--- src/rtl/uart_rx_fsm_if.sv ---
`default_nettype none
// ----------------------------------------------------------------------------
// Module : uart_rx_fsm_if
// Brief  : Serial line, checker results and strobes of the UART RX frame controller
// Rev    : 1.0
// ----------------------------------------------------------------------------
interface uart_rx_fsm_if #(
    parameter int PRESCALE_W = 6
);
    logic                  RX_IN;
    logic [PRESCALE_W-1:0] Prescale;
    logic                  PAR_EN;
    logic                  strt_glitch;
    logic                  par_err;
    logic                  stp_err;
    logic [PRESCALE_W-1:0] edge_cnt;
    logic [3:0]            bit_cnt;
    logic                  data_samp_en;
    logic                  deser_en;
    logic                  strt_chk_en;
    logic                  par_chk_en;
    logic                  stp_chk_en;
    logic                  done_chk;
    logic                  data_valid;
    logic                  frame_err;

    modport slave (
        input  RX_IN, Prescale, PAR_EN, strt_glitch, par_err, stp_err,
        output edge_cnt, bit_cnt, data_samp_en, deser_en, strt_chk_en,
               par_chk_en, stp_chk_en, done_chk, data_valid, frame_err
    );

    modport master (
        output RX_IN, Prescale, PAR_EN, strt_glitch, par_err, stp_err,
        input  edge_cnt, bit_cnt, data_samp_en, deser_en, strt_chk_en,
               par_chk_en, stp_chk_en, done_chk, data_valid, frame_err
    );
endinterface
`default_nettype wire

--- src/rtl/uart_rx_fsm.sv ---
`default_nettype none
// ----------------------------------------------------------------------------
// Module : uart_rx_fsm
// Brief  : UART RX frame sequencer: start, data, optional parity, stop, done
// Rev    : 1.0
// ----------------------------------------------------------------------------
module uart_rx_fsm #(
    parameter int PRESCALE_W = 6,
    parameter int DATA_W     = 8
) (
    input wire           clk,
    input wire           rst,
    uart_rx_fsm_if.slave bus
);
    typedef enum logic [2:0] {
        S_IDLE   = 3'd0,
        S_START  = 3'd1,
        S_DATA   = 3'd2,
        S_PARITY = 3'd3,
        S_STOP   = 3'd4,
        S_DONE   = 3'd5
    } state_t;

    localparam logic [3:0]            c_LAST_DATA_BIT = 4'(DATA_W);
    localparam logic [PRESCALE_W-1:0] c_ONE           = PRESCALE_W'(1);
    localparam logic [PRESCALE_W-1:0] c_TWO           = PRESCALE_W'(2);

    state_t                r_state;
    state_t                w_next;
    logic [PRESCALE_W-1:0] r_edge_cnt;
    logic [PRESCALE_W-1:0] r_prescale;
    logic [3:0]            r_bit_cnt;
    logic                  r_par_en;
    logic [PRESCALE_W-1:0] w_chk;
    logic [PRESCALE_W-1:0] w_last;
    logic                  w_at_chk;
    logic                  w_at_last;
    logic                  w_at_stop_end;
    logic                  w_hold;

    // Sampler majority is valid two cycles past mid-bit.
    assign w_chk         = (r_prescale >> 1) + c_TWO;
    assign w_last        = r_prescale - c_ONE;
    assign w_at_chk      = (r_edge_cnt == w_chk);
    assign w_at_last     = (r_edge_cnt == w_last);
    assign w_at_stop_end = (r_edge_cnt == (w_chk + c_ONE));

    always_ff @(posedge clk or negedge rst) begin
        if (!rst) begin
            r_state <= S_IDLE;
        end else begin
            r_state <= w_next;
        end
    end

    always_comb begin
        w_next           = r_state;
        bus.data_samp_en = (r_state != S_IDLE);
        bus.strt_chk_en  = 1'b0;
        bus.deser_en     = 1'b0;
        bus.par_chk_en   = 1'b0;
        bus.stp_chk_en   = 1'b0;
        bus.done_chk     = 1'b0;
        bus.data_valid   = 1'b0;
        bus.frame_err    = 1'b0;
        case (r_state)
            S_IDLE: begin
                if (!bus.RX_IN) w_next = S_START;
            end
            S_START: begin
                bus.strt_chk_en = w_at_chk;
                if (w_at_last) w_next = bus.strt_glitch ? S_IDLE : S_DATA;
            end
            S_DATA: begin
                bus.deser_en = w_at_chk;
                if (w_at_last && (r_bit_cnt == c_LAST_DATA_BIT)) begin
                    w_next = r_par_en ? S_PARITY : S_STOP;
                end
            end
            S_PARITY: begin
                bus.par_chk_en = w_at_chk;
                if (w_at_last) w_next = S_STOP;
            end
            S_STOP: begin
                bus.stp_chk_en = w_at_chk;
                // Leave before the stop bit ends so a following start edge is not missed.
                if (w_at_stop_end) w_next = S_DONE;
            end
            S_DONE: begin
                bus.done_chk   = 1'b1;
                bus.frame_err  = bus.par_err | bus.stp_err;
                bus.data_valid = ~(bus.par_err | bus.stp_err);
                w_next         = bus.RX_IN ? S_IDLE : S_START;
            end
            default: begin
                w_next = S_IDLE;
            end
        endcase
    end

    assign w_hold = (r_state == S_IDLE) || (r_state == S_DONE) ||
                    (w_next == S_IDLE)  || (w_next == S_DONE);

    always_ff @(posedge clk or negedge rst) begin
        if (!rst) begin
            r_edge_cnt <= '0;
            r_bit_cnt  <= '0;
        end else if (w_hold) begin
            r_edge_cnt <= '0;
            r_bit_cnt  <= '0;
        end else if (w_at_last) begin
            r_edge_cnt <= '0;
            r_bit_cnt  <= r_bit_cnt + 4'd1;
        end else begin
            r_edge_cnt <= r_edge_cnt + c_ONE;
        end
    end

    // Frame configuration is frozen for the whole frame once it leaves IDLE.
    always_ff @(posedge clk or negedge rst) begin
        if (!rst) begin
            r_prescale <= '0;
            r_par_en   <= 1'b0;
        end else if (r_state == S_IDLE) begin
            r_prescale <= bus.Prescale;
            r_par_en   <= bus.PAR_EN;
        end
    end

    assign bus.edge_cnt = r_edge_cnt;
    assign bus.bit_cnt  = r_bit_cnt;
endmodule
`default_nettype wire

--- src/flat_wrapper.sv ---
// flat-port wrapper written by rule: the top's interface ports become plain ports
module uart_rx_fsm_flat 
#(
    parameter int PRESCALE_W = 6,
    parameter int DATA_W     = 8
)
  (clk, rst, bus_RX_IN, bus_Prescale, bus_PAR_EN, bus_strt_glitch, bus_par_err, bus_stp_err, bus_edge_cnt, bus_bit_cnt, bus_data_samp_en, bus_deser_en, bus_strt_chk_en, bus_par_chk_en, bus_stp_chk_en, bus_done_chk, bus_data_valid, bus_frame_err);
  uart_rx_fsm_if #(.PRESCALE_W(PRESCALE_W)) bus_i ();
  input wire clk;
  input wire rst;
  input wire logic [$bits(bus_i.RX_IN)-1:0] bus_RX_IN;
  input wire logic [$bits(bus_i.Prescale)-1:0] bus_Prescale;
  input wire logic [$bits(bus_i.PAR_EN)-1:0] bus_PAR_EN;
  input wire logic [$bits(bus_i.strt_glitch)-1:0] bus_strt_glitch;
  input wire logic [$bits(bus_i.par_err)-1:0] bus_par_err;
  input wire logic [$bits(bus_i.stp_err)-1:0] bus_stp_err;
  output wire logic [$bits(bus_i.edge_cnt)-1:0] bus_edge_cnt;
  output wire logic [$bits(bus_i.bit_cnt)-1:0] bus_bit_cnt;
  output wire logic [$bits(bus_i.data_samp_en)-1:0] bus_data_samp_en;
  output wire logic [$bits(bus_i.deser_en)-1:0] bus_deser_en;
  output wire logic [$bits(bus_i.strt_chk_en)-1:0] bus_strt_chk_en;
  output wire logic [$bits(bus_i.par_chk_en)-1:0] bus_par_chk_en;
  output wire logic [$bits(bus_i.stp_chk_en)-1:0] bus_stp_chk_en;
  output wire logic [$bits(bus_i.done_chk)-1:0] bus_done_chk;
  output wire logic [$bits(bus_i.data_valid)-1:0] bus_data_valid;
  output wire logic [$bits(bus_i.frame_err)-1:0] bus_frame_err;
  assign bus_i.RX_IN = bus_RX_IN;
  assign bus_i.Prescale = bus_Prescale;
  assign bus_i.PAR_EN = bus_PAR_EN;
  assign bus_i.strt_glitch = bus_strt_glitch;
  assign bus_i.par_err = bus_par_err;
  assign bus_i.stp_err = bus_stp_err;
  assign bus_edge_cnt = bus_i.edge_cnt;
  assign bus_bit_cnt = bus_i.bit_cnt;
  assign bus_data_samp_en = bus_i.data_samp_en;
  assign bus_deser_en = bus_i.deser_en;
  assign bus_strt_chk_en = bus_i.strt_chk_en;
  assign bus_par_chk_en = bus_i.par_chk_en;
  assign bus_stp_chk_en = bus_i.stp_chk_en;
  assign bus_done_chk = bus_i.done_chk;
  assign bus_data_valid = bus_i.data_valid;
  assign bus_frame_err = bus_i.frame_err;
  uart_rx_fsm #(.PRESCALE_W(PRESCALE_W), .DATA_W(DATA_W)) u_core (.clk(clk), .rst(rst), .bus(bus_i));
endmodule
--- config.mk ---
export PLATFORM = sky130hd
export DESIGN_NAME = uart_rx_fsm_flat
export DESIGN_NICKNAME = d
export VERILOG_FILES = /design/src/rtl/uart_rx_fsm_if.sv /design/src/rtl/uart_rx_fsm.sv /design/src/flat_wrapper.sv
export SDC_FILE = /design/constraint.sdc
export NUM_CORES = 1
export LEC_CHECK = 0
export CORE_ASPECT_RATIO = 0.6
export CORE_MARGIN = 2
export CORE_UTILIZATION = 40
export CTS_CLUSTER_DIAMETER = 50
export CTS_CLUSTER_SIZE = 10
export DETAILED_ROUTE_END_ITERATION = 10
export PLACE_DENSITY_LB_ADDON = 0.2
export SKIP_CTS_REPAIR_TIMING = 1
export SKIP_LAST_GASP = 1
export SYNTH_ARGS = -nofsm -noshare
export SYNTH_HDL_FRONTEND = slang
export SYNTH_SLANG_ARGS = --single-unit
--- constraint.sdc ---
create_clock -name clk -period 2.4 [get_ports clk]
set_input_delay 0.48 -clock clk [delete_from_list [all_inputs] [get_ports clk]]
set_output_delay 0.48 -clock clk [all_outputs]
set_load 0.02 [all_outputs]
==> metrics.cfg, run 1 <==
[run_status]
status = finished, violations left
violations = negative setup slack

[worst_setup_path]
crit_path_start_kind = flop
rrSetupSlack_ns = -0.06
r2r_start = u_core.r_prescale[2]
crit_chain = ha_2 > xnor2_2 > xor2_1 > nand4_1 > buf_4 > nor3_1 > dlymetal6s2s_1
cp_max_fo = 4
r2r_cells = 10
end_kind = output port
endpoint = bus_par_chk_en
critPathMaxStageDelay_ns = 0.42
required_ns = 1.92
reg2reg_to = u_core.bus.edge_cnt[0]
cp_slowest_cell = dfrtp_1
startpoint = u_core.r_prescale[2]
cp.arrival_ns = 2.10
criticalPathCategory = flop to output port

[cts]
cts.path.max_buffers = 2
clock-sinks = 20
cts_inserted_buffers = 3
path_clk_slew_ns = 0.07
cts_tree = done
root_buffer = clkbuf_8
htreeDepth = 1
clock_latency_ns = 0.26

[routing]
drc_errors = 0
vias_per_cell = 5.06
antenna_left = 0
first_pass_iters = 4
detail_route.iter0.violations = 48
wl_per_cell_um = 15.1
vias = 1346
wirelength_um = 4010

[logic_synthesis]
syn-num-nets = 186
yosys_most_used_dff = dfrtp_1
ys_types = 38
netlist_area_mm2 = 0.00146
ys_top_cells_by_count = 20 x dfrtp_1, 18 x xnor2_1, 14 x nor3_1
syn-instance-count = 163
synth_top_cell_by_area = dfrtp_1
yosys-top-cells-area = dfrtp_1 34%, xnor2_1 11%, ha_1 8.5%
yosysMostFrequentCell = dfrtp_1
ys_ff_latch = 20
synthArstFlopShare = 1.00
synth.avg_cell_area_um2 = 8.98
yosysSeqAreaShare = 0.342
ys_warn_count = 0
synth_edf_count = 0
synth_top_area_share = 0.342

[power_and_ir_drop]
p_int_uw = 1710
seq_power_share = 0.208
cellLeakagePower_uw = 0.00102
power.density_mw_per_mm2 = 1400
combinationalPowerShare = 0.706
p_total_uw = 3060
clkPwrFrac = 0.086
peakVddDrop_mv = 0.776
p_sw_frac = 0.441
p_sw_uw = 1350

[floorplanning]
core-area_mm2 = 0.00338
rows = 16
fp.dieH_um = 50.9
die_w_um = 82.1
die-area_mm2 = 0.00418
initial_utilization = 0.433
io_pins = 31

[global_route]
grt_max_degree = 14
grt_pass1_vias = 1293
grt_usage = 0.198
antenna_found_initial = 0
gr-total-overflow = 0
grt_pass1_wl_um = 6110

[timing]
fin_ws_ns = -0.180
fin_crit_sh = 1.07
fmax_ghz = 0.388
grt_setup_unrepaired = yes
worstMarginPinSlew_ns = 0.554
hold_viol = 0
slew_headroom = 0.630
setup_viol = 13
slew_violations = 0
layout_min_cycle_time_ns = 2.58
fin_skew_ns = 0.00227

[finish]
num-nets-final = 245
diodes = 0
syn_to_final_growth_pct = 49.6
drive_gt1_frac = 0.294
final_area_mm2 = 0.00219

[placement]
gp_congestion = 0.880
portBuffers = 30
hpwl_um = 3050
dp_slack_ns = -0.348
placed_area_mm2 = 0.00196

[min_path]
hold_path.class = input port to asynchronous set/reset pin

[run]
cap_viol_max_count = 0

[worst min path at each step]
stage | slack [ns] | end | startpoint
5_1_grt | 0.60 | u_core.bus.bit_cnt[1] | rst
6_report | 0.57 | u_core.r_prescale[3] | rst
4_1_cts | 0.57 | u_core.r_par_en | u_core.r_par_en
2_1_floorplan | 0.18 | u_core.bus.bit_cnt[0] | rst
3_3_place_gp | 0.54 | u_core.r_par_en | u_core.r_par_en
3_5_place_dp | 0.55 | u_core.r_par_en | u_core.r_par_en
[power groups by stage]
stage	clock [µW]	sequential, µW	combinational, µW
2_1_floorplan	0	669	1080
3_3_place_gp	0	611	1740
3_5_place_dp	0	625	1800
4_1_cts	265	620	1810
5_1_grt	284	650	2340
6_report	262	636	2160
[sequential cells by signal (all words and copies together) (netlist names)]
signal,cells
u_core.r_state,3
u_core.r_par_en,1
u_core.r_prescale,6
u_core.bus.bit_cnt,4
u_core.bus.edge_cnt,6
[per-stage QoR]
step / std cells / setup TNS [ns] / hold WS (ns) / util
2_1_floorplan: 163 / 0 / 0.184 / -
3_3_place_gp: 255 / -0.856 / 0.542 / 0.580
3_5_place_dp: 255 / -1.82 / 0.554 / 0.580
4_1_cts: 259 / -3.13 / 0.572 / 0.596
5_1_grt: 266 / -3.08 / 0.602 / 0.647
6_report: 266 / -0.965 / 0.570 / 0.647
[layout make-up]
class                      count  area (µm²)
clock buffer                   4        55.1
fill                         269        1190
inverter                      12        45.0
multi-input combinational    123         972
sequential                    20         503
tap                           45        56.3
timing repair buffer          62         558
[cell usage in the layout (no fill, tap or decap), types with 2 or more instances in the layout]
cell             instances
xor2_1                   7
o21ai_0                  6
nand3_1                  7
buf_6                    4
and3_1                   2
inv_1                   10
a21oi_1                  4
inv_2                    2
nand2b_1                 2
buf_4                   28
clkdlybuf4s50_1         23
dlymetal6s2s_1           5
nor3_2                   3
nand2_1                 10
clkbuf_8                 4
nand2_2                  2
mux2_2                   3
and2_4                   2
dfrtp_2                  2
o221ai_1                 2
ha_2                     2
ha_4                     2
xnor2_1                 18
buf_2                    2
nor2_1                  12
ha_1                     6
nor3_1                  10
dfrtp_1                 18
nand4_1                  2
[kinds of logic (layout without fill, tap and decap cells)]
family	Yosys count	count (layout)	synth area share
simple gates	63	63	0.231
fa+ha+maj	10	10	0.0855
xor+xnor	27	27	0.167
buf+inv	20	78	0.0632
flops	20	20	0.342
compound gates	20	20	0.0889
mux	3	3	0.0231
[routing by layer]
layer / track usage / part of all wire / up-vias
met5: 0 / 0 / -
met4: 0.0472 / 0.0067 / 0
met3: 0.0389 / 0.042 / 2
met2: 0.328 / 0.47 / 32
met1: 0.267 / 0.48 / 640
li1: - / - / 672
[critical path, delay by kind of cell (launching register included)]
family / cells / cell delay (ns)
adder cells (fa/ha/maj): 1 / 0.24
XOR/XNOR: 2 / 0.44
flip-flops: 1 / 0.42
buffers and inverters: 2 / 0.45
AND/OR/NAND/NOR: 2 / 0.31
Note: power is estimated with default switching activity, not from simulation.
==> inputs of run 2 (changes only) <==
- CORE_UTILIZATION: 40 -> 46
- RECOVER_POWER: default -> 100
==> run 2 against run 1 <==
The run still ends with negative setup slack left. Worst hold slack improved by 0.0029 ns. Global-route usage grew 0.85 points. Via count is 1.9% higher. Routed wire length decreased by 2.2%. Sequential power about the same. Design area is 0.97% lower.
==> metrics.cfg, run 2 (synthesized netlist as in run 1, its figures left out) <==
[run]
cap_viol_max_count = 0

[placement]
hpwl_um = 2850
gp_congestion = 0.859
dp_slack_ns = -0.304
placed_area_mm2 = 0.00193
portBuffers = 30

[cts]
path_clk_slew_ns = 0.08
clock-sinks = 20
cts.path.max_buffers = 2
htreeDepth = 1
root_buffer = clkbuf_8
clock_latency_ns = 0.27
cts_inserted_buffers = 3
cts_tree = done

[timing]
fin_ws_ns = -0.0862
grt_setup_unrepaired = yes
slew_headroom = 0.626
slew_violations = 0
hold_ws_ns = 0.573
fin_crit_sh = 1.04
worstMarginPinSlew_ns = 0.560
setup_viol = 12
finalSetupTns_ns = -0.828
hold_viol = 0
fin_skew_ns = 0.0113
layout_min_cycle_time_ns = 2.49
fmax_ghz = 0.402

[worst_setup_path]
cp.arrival_ns = 2.01
crit_path_start_kind = flop
criticalPathCategory = flop to output port
cp_max_fo = 4
end_kind = output port
required_ns = 1.92

[routing]
wl_per_cell_um = 15.0
antenna_left = 0
vias = 1371
first_pass_iters = 4
drc_errors = 0
vias_per_cell = 5.23
wirelength_um = 3920
detail_route.iter0.violations = 76

[finish]
syn_to_final_growth_pct = 48.1
final_area_mm2 = 0.00217
final_common_cell = buf_4
diodes = 0
drive_gt1_frac = 0.277
layout_common_cells = 29 x buf_4, 17 x xnor2_1, 16 x dfrtp_1
num-nets-final = 244

[global_route]
antenna_found_initial = 0
grt_pass1_vias = 1196
gr-total-overflow = 0
grt_usage = 0.206
grt_pass1_wl_um = 5750
grt_max_degree = 14

[floorplanning]
core-area_mm2 = 0.00295
initial_utilization = 0.497
fp.dieH_um = 47.7
die-area_mm2 = 0.00366
io_pins = 31
die_w_um = 76.8
rows = 15

[power_and_ir_drop]
power.density_mw_per_mm2 = 1410
peakVddDrop_mv = 0.696
cellLeakagePower_uw = 0.000982

[run_status]
status = finished, violations left
violations = negative setup slack

[min_path]
hold_path.class = flop to flop

run 2: cell count changes in the layout (fill, tap and decap cells not counted), moves of 2 or more:
cell,before,now
dfrtp_2,2,4
dlymetal6s2s_1,5,2
dlygate4sd3_1,0,10
clkbuf_1,0,2
buf_6,4,2
dfrtp_1,18,16
clkdlybuf4s50_1,23,14
run 2: critical path: stages, from the launching register on:
cell and delay [ns]:
dfrtp_2 0.44, inv_2 0.11, ha_4 0.22, xor2_1 0.14, nor3_1 0.19, nand4_1 0.12, buf_4 0.18, nor3_1 0.15
buf_2 0.19
run 2: worst paths after layout:
path	startpoint	endpoint	slack [ns]	cells after the start
setup / recovery	u_core.r_prescale[2]	bus_strt_chk_en	-0.09	8
hold / removal	u_core.r_par_en	u_core.r_par_en	0.57	1
setup reg to reg	u_core.r_prescale[2]	u_core.bus.edge_cnt[5]	-0.08	11
hold reg to reg	u_core.r_par_en	u_core.r_par_en	0.57	1
max in group asynchronous	rst	u_core.r_state[0]	0.86	2
min in group asynchronous	rst	u_core.bus.bit_cnt[1]	0.63	1
run 2: layout make-up:
cell class | count | area, µm²
inverter | 12 | 45.0
timing repair buffer | 61 | 523
multi-input combinational | 123 | 971
sequential | 20 | 505
tap | 42 | 52.6
clock buffer | 3 | 41.3
clock inverter | 1 | 30.0
fill | 220 | 778
run 2: layer usage:
metal	vias to the layer above	global-route usage	part of all wire
li1	676	-	-
met1	643	0.284	0.46
met2	48	0.344	0.46
met3	4	0.0453	0.075
met4	0	0.0473	0.0069
met5	-	0	0
run 2: where the power goes:
group	switching, µW	total [µW]	internal [µW]
clock	121	344	223
sequential	162	635	473
combinational	1020	2080	1060
total	1310	3060	1760
run 2: through the flow:
stage          total power, µW  utilization  instances
2_1_floorplan             1750            -        163
3_3_place_gp              2280        0.654        248
3_5_place_dp              2350        0.654        248
4_1_cts                   2700        0.678        252
5_1_grt                   3280        0.736        262
6_report                  3060        0.736        262
